File: src/rtl/alu_cmd_master.sv
// Command master for an external combinational ALU: IDLE -> SETUP -> ENABLE -> RESP.
// Define ALU_CMD_FIFO_EN to place a 4-entry command FIFO in front of the FSM.
module alu_cmd_master (
    input  logic        clk,
    input  logic        rst_n,
    input  logic        cmd_valid,
    output logic        cmd_ready,
    input  logic [2:0]  cmd_op,
    input  logic [7:0]  cmd_a,
    input  logic [7:0]  cmd_b,
    output logic        alu_en,
    output logic [2:0]  alu_sel,
    output logic [7:0]  alu_in0,
    output logic [7:0]  alu_in1,
    input  logic [15:0] alu_out,
    output logic        rsp_valid,
    input  logic        rsp_ready,
    output logic [15:0] rsp_data,
    output logic [2:0]  rsp_op,
    output logic        busy
);

    typedef enum logic [1:0] {IDLE, SETUP, ENABLE, RESP} state_t;

    typedef struct packed {
        logic [2:0] op;
        logic [7:0] a;
        logic [7:0] b;
    } cmd_t;

    state_t state;
    logic   live;
    logic   load;
    cmd_t   load_cmd;

    // Holds cmd_ready low through reset and releases it on the first edge afterwards.
    always_ff @(posedge clk or negedge rst_n) begin
        if (!rst_n) live <= 1'b0;
        else        live <= 1'b1;
    end

`ifdef ALU_CMD_FIFO_EN
    cmd_t       fifo_mem [4];
    logic [1:0] wr_ptr;
    logic [1:0] rd_ptr;
    logic [2:0] count;
    logic       full;
    logic       empty;
    logic       push;
    logic       pop;

    // Ready comes from the registered count, so a full FIFO refuses a push even while popping.
    assign full      = (count == 3'd4);
    assign empty     = (count == 3'd0);
    assign cmd_ready = live && !full;
    assign push      = cmd_valid && cmd_ready;
    assign pop       = live && (state == IDLE) && !empty;
    assign load      = pop;
    assign load_cmd  = fifo_mem[rd_ptr];

    // NOTE: payload storage has no reset; only pointers and count define which entries are valid.
    always_ff @(posedge clk) begin
        if (push) fifo_mem[wr_ptr] <= {cmd_op, cmd_a, cmd_b};
    end

    always_ff @(posedge clk or negedge rst_n) begin
        if (!rst_n) begin
            wr_ptr <= '0;
            rd_ptr <= '0;
            count  <= '0;
        end else begin
            if (push) wr_ptr <= wr_ptr + 2'd1;
            if (pop)  rd_ptr <= rd_ptr + 2'd1;
            count <= count + {2'b00, push} - {2'b00, pop};
        end
    end
`else
    assign cmd_ready = live && (state == IDLE);
    assign load      = cmd_valid && cmd_ready;
    assign load_cmd  = {cmd_op, cmd_a, cmd_b};
`endif

    assign busy = (state != IDLE);

    // NOTE: all state and registered outputs use non-blocking assignments so every
    // branch sees the pre-edge values, e.g. ENABLE captures rsp_op from the current alu_sel.
    always_ff @(posedge clk or negedge rst_n) begin
        if (!rst_n) begin
            state     <= IDLE;
            alu_en    <= 1'b0;
            alu_sel   <= '0;
            alu_in0   <= '0;
            alu_in1   <= '0;
            rsp_valid <= 1'b0;
            rsp_data  <= '0;
            rsp_op    <= '0;
        end else begin
            case (state)
                IDLE: begin
                    if (load) begin
                        alu_sel <= load_cmd.op;
                        alu_in0 <= load_cmd.a;
                        alu_in1 <= load_cmd.b;
                        state   <= SETUP;
                    end
                end
                SETUP: begin
                    alu_en <= 1'b1;
                    state  <= ENABLE;
                end
                ENABLE: begin
                    alu_en    <= 1'b0;
                    rsp_data  <= alu_out;
                    rsp_op    <= alu_sel;
                    rsp_valid <= 1'b1;
                    state     <= RESP;
                end
                RESP: begin
                    if (rsp_ready) begin
                        rsp_valid <= 1'b0;
                        alu_sel   <= '0;
                        alu_in0   <= '0;
                        alu_in1   <= '0;
                        state     <= IDLE;
                    end
                end
                default: state <= IDLE;
            endcase
        end
    end

endmodule
File: config.mk
export PLATFORM = sky130hd
export DESIGN_NAME = alu_cmd_master
export DESIGN_NICKNAME = d
export VERILOG_FILES = /design/src/rtl/alu_cmd_master.sv
export SDC_FILE = /design/constraint.sdc
export NUM_CORES = 1
export LEC_CHECK = 0
export ABC_AREA = 1
export BUFFER_PORTS_ARGS = -buffer_cell sky130_fd_sc_hd__buf_2
export CELL_PAD_IN_SITES_DETAIL_PLACEMENT = 1
export CELL_PAD_IN_SITES_GLOBAL_PLACEMENT = 1
export CORE_AREA = 2 2 68 95
export DETAILED_ROUTE_END_ITERATION = 8
export DIE_AREA = 0 0 70 97
export HOLD_SLACK_MARGIN = 0.06
export PLACE_DENSITY = 0.87
export SETUP_SLACK_MARGIN = 0.4
export SKIP_LAST_GASP = 1
export SLEW_MARGIN = 20
export SYNTH_ARGS = -nofsm -noshare
export SYNTH_HDL_FRONTEND = slang
export SYNTH_SLANG_ARGS = --single-unit
export TNS_END_PERCENT = 20
File: constraint.sdc
create_clock -name clk -period 2.1 [get_ports clk]
set_clock_uncertainty 0.15 [all_clocks]
set_input_delay 0.21 -clock clk [delete_from_list [all_inputs] [get_ports clk]]
set_output_delay 0.21 -clock clk [all_outputs]
set_load 0.02 [all_outputs]
==> Yosys cells after proc, flatten, opt, wreduce, memory -nomap -nowiden <==
Cells that the tools add are included.
{ "totals": {"register_bits": 43, "in_bits": 39, "wordCells": 38, "output_inout_bits": 42} }
{ "classes": {"eq_ne": 5, "n_reduce_logical": 10, "n_mux": 14} }
{ "ops": {"columns": ["op", "count"], "rows": [
  ["$pmux 8 s2", 2],
  ["$mux 8", 3],
  ["$pmux 2 s4", 1],
  ["$reduce_bool 2->1", 4],
  ["$mux 3", 2],
  ["$pmux 3 s2", 1],
  ["$eq 2x2->1 const B", 2],
  ["$mux 2", 2],
  ["$ne 2x2->1 const B", 2],
  ["$pmux 1 s2", 2],
  ["$reduce_and 2->1", 2],
  ["$reduce_and 3->1", 1],
  ["$eq 2x1->1 const B", 1],
  ["$logic_and 1x1->1", 2],
  ["$logic_not 2->1", 1],
  ["$mux 1", 1]
]} }

==> Depth between registers and ports, before layout <==
{ "logic_depth": {"depth_word": 5, "ltp_mapped": 9, "depth_no_buf": 8} }

==> Worst setup path after synthesis <==
No wires, ideal clock.
{ "synth_path": {"path_type": "register to register", "startpoint": "reg state[0]", "endpoint": "reg alu_in0[0]", "t_required_ns": 1.833, "stages_incl_launch_ff": 10, "synth_period_minus_slack_ns": 1.599, "t_arrival_ns": 1.332, "path_buffers": 1, "setup_slack_ns": 0.501, "setup_ns": 0.117, "path_cell_list": "dfrtp_1 -> inv_1 -> ha_1 -> inv_1 -> nand2_1 -> nand2_2 -> nand2_4 -> buf_4 -> nand2_1 -> nand2_1"} }
{ "synth_via": {"elab_chain_len": 5, "elab_cells_between_ends": 9, "cone_classes": "eq/ne: 3; mux: 1; reduce/logical: 5"} }
{ "synth_rtl": {"columns": ["element", "line_no", "text"], "rows": [
  ["start, declared", "31", "state_t state;"],
  ["start signal, assigned", "89", "state <= IDLE;"],
  ["start signal, assigned", "104", "state <= SETUP;"],
  ["start signal, assigned", "109", "state <= ENABLE;"],
  ["$logic_not 2->1", "78, 98", null],
  ["$logic_and 1x1->1", "78", "assign cmd_ready = live && (state == IDLE);"],
  ["$logic_and 1x1->1", "79", "assign load = cmd_valid && cmd_ready;"],
  ["$ne 2x2->1 (no source line)", null, null],
  ["$reduce_and 3->1 (no source line)", null, null],
  ["end signal, assigned", "102", "alu_in0 <= load_cmd.a;"],
  ["end, declared", "13", "output logic [7:0] alu_in0,"]
]} }
Parallel ways exist; a longest one is shown, timed or not.
A chain may end at the register's enable or synchronous reset.

==> Worst setup path in the final report <==
{ "layout_path": {"startpoint": "reg state[0]", "endpoint": "out cmd_ready"} }
{ "layout_via": {"elab_chain_len": 2} }
{ "layout_rtl": {"columns": ["element", "line_no", "text"], "rows": [
  ["$logic_not 2->1", "78", null],
  ["$logic_and 1x1->1", "78", null],
  ["end, declared", "7", "output logic cmd_ready,"]
]} }
Every way passes these cells.

==> metrics.txt <==
via count 1835; die height 97 um; top_reg_cell synth dfrtp_1; leading area contributor after synthesis dfrtp_1; Total Die Area 6790 sq um; final setup margin 520.8 ps; pin count of the biggest net entering global routing 31; antenna violations before repair 0; Async SR Flop Fraction 1.000; Num CTS Buffers 5; GR Layer Usage met3 0.03333; Util after Layout 0.4682; hold crit path type input pin to flop; WP data arrival 1220 ps; clk root buf clkbuf_8; Crit Path Category flop to primary output; CP Capture Type primary output; Rows 33; CTS tree yes; DR iter-0 viols 43; Placed Area 2366 sq um; CTS max path bufs 2; fin crit period 1579 ps; most common cell in the netlist nand2_1; sequential fraction of the synthesis area 0.5662; # IOs 81; maximum vdd drop 0.5658 mV; Final TNS setup 0 ps; DRC errors left 0; Post-Synth Adder-Cell Area 0.02633; PD cells 1578 nW/um^2; Critical Path Fanout Max 4; Compound-Gate Fraction of Synth Area 0.005267; sw power 0.001912 W; FF+latch count, synth 43; GRT busiest layer met2; dpl hpwl 3779 um; Final setup viols 0; grt ovf 0; worst skew pair latency 290 ps; Simple-Gate Fraction of Synth Area 0.3193; routability cong. 0.7341; fin crit share 0.7520; top cell type's share of synthesized area 0.5662; P_leak 1.630 nW; Slew Viols, Final 0; post-synthesis xor/xnor area fraction 0; cell-internal power 0.002419 W; Max Clock Freq 633.2 MHz; Port-buffer cells 80; layout cells sized above 1 0.3088; Final Hold Fails 0; Slew Limit Headroom 0.5503; post-synth cell types 18; main combinational cell family by area after synthesis simple AND/OR/NAND/NOR gates; clock power share 0.175; CTS H-tree lvls 2; Comb power frac 0.491; Sequential Power Share 0.334; area grow syn2layout 44.44%; clock transition at the registers of the reported paths 90 ps; Gate Count Post-Synth 236; Final Routed Wirelength 5182 um; Post-DRT Antenna Nets 0; DP Worst Slack 211.3 ps; Die X 70 um; final instance area 2745 sq um; Mapped Nets 279; total track usage 0.1674; max_cap viols 0; number of global-route vias before repair 1948; synth cell count leaders nand2_1 (105), dfrtp_1 (43), inv_1 (24), nand3_1 (22), nor2_1 (21); core area 5863 sq um; fin nets 382; largest cells by area after synthesis dfrtp_1 (57%), nand2_1 (21%), nand3_1 (5.8%), inv_1 (4.7%), nor2_1 (4.1%); Ant. Diodes 0; effective utilization at floorplan 0.3242; mux cell area share after synthesis 0; Syn Area/Cell 8.053 sq um; Clock Sink Count 43; CP Launch Type flop; Avg WL per Cell 12.64 um; met2 usage 0.3128; Syn. warnings 0; switching share of power 0.4414; CP required 1740 ps; Worst Max-Slew Pin Slew 674.5 ps; M1 GR Usage 0.1905; synthesized area 1901 sq um; DR pass1 iterations 4; RSZ-0062 raised after global routing no; status finished clean; Vias/cell 4.476; Post-synth EDFFs 0; first-pass GRT wire length 9121 um
-- final cells by class --
| cell class | count | area, sq um |
|---|---|---|
| fillers | 720 | 3118 |
| flip-flops and latches | 43 | 1076 |
| multi-input cells | 159 | 718.2 |
| repair buffers | 105 | 633.1 |
| inverters | 25 | 93.84 |
| well taps | 70 | 87.58 |
| clock buffers | 5 | 68.82 |
| clock inverters | 3 | 67.56 |
-- kinds of logic after synthesis --
family | after synthesis
AO/OA/AOI/OAI | 2
adder cells (fa/ha/maj) | 4
buffers and inverters | 35
flip-flops | 43
other | 1
AND/OR/NAND/NOR | 151
-- critical path, stage by stage (launching register included) --
cell and delay [ps]:
dfrtp_1 410, inv_2 110, ha_4 160, nand2_1 50, inv_1 40, buf_2 160
-- final timing paths --
path / from / to / slack [ps] / cells past startpoint
max in group asynchronous: rst_n / state[0]$_DFFE_PN0P_ / 820 / 3
max reg2reg: state[0]$_DFFE_PN0P_ / alu_in0[0]$_DFFE_PN0P_ / 550 / 8
min in group asynchronous: rst_n / alu_in1[4]$_DFFE_PN0P_ / 330 / 2
min: cmd_a[2] / alu_in0[2]$_DFFE_PN0P_ / 70 / 5
min reg2reg: rsp_data[14]$_DFFE_PN0P_ / rsp_data[14]$_DFFE_PN0P_ / 320 / 2
max: state[0]$_DFFE_PN0P_ / cmd_ready / 520 / 5
-- cells in the final DEF, fill, tap and decap left out --
cell and count:
nand2_2 1, dlygate4sd3_1 18, nand3_2 1, nand2_1 104, inv_2 2, inv_1 22
dfrtp_1 43, clkbuf_8 5, or2_2 1, ha_2 1, a21oi_1 1, clkinv_1 1
clkinvlp_4 1, nor2_1 21, ha_4 1, bufinv_16 2, nand2_4 2, ha_1 2
buf_2 80, conb_1 1, nand3_1 21, o21ai_0 1, nand2_8 1, buf_4 7
-- stage by stage --
stage          cells  power, W  hold slack [ps]
5_1_grt          410  0.004733            87.23
3_3_place_gp     381  0.003377            123.1
3_5_place_dp     381  0.003479            137.6
6_report         410  0.004331            70.59
2_1_floorplan    236  0.002782           -235.6
4_1_cts          409  0.004318            60.54
-- per-layer routing --
layer	vias to the layer above	share of wire
met3	2	0.048
met2	62	0.55
met1	856	0.39
met4	0	0.0037
met5	-	0
li1	915	-
-- timing repair --
action | 4_1_cts | 5_1_grt
setup endpoints to repair | 19 | 23
resized for setup | 2 | 8
endpoints found under the hold margin | 46 | 0
cloned | 1 | 0
hold buffers | 18 | 0
pin swaps | 1 | 0
buffers inserted | 1 | 1
-- flip-flops by register name (all words and copies together), names as in the netlist --
signal	cells
alu_in0	8
state	2
rsp_op	3
rsp_data	16
alu_sel	3
alu_en	1
live	1
alu_in1	8
rsp_valid	1
-- power by group through the flow --
stage	Sequential, W	Clock (W)	Combinational (W)
floorplan	0.00187	0	0.000911
global placement	0.00144	0	0.00193
detailed placement	0.00146	0	0.00202
CTS	0.00145	0.000786	0.00208
global route	0.00151	0.000826	0.00240
finish	0.00144	0.000759	0.00213
Power figures use the tool's default switching activity.
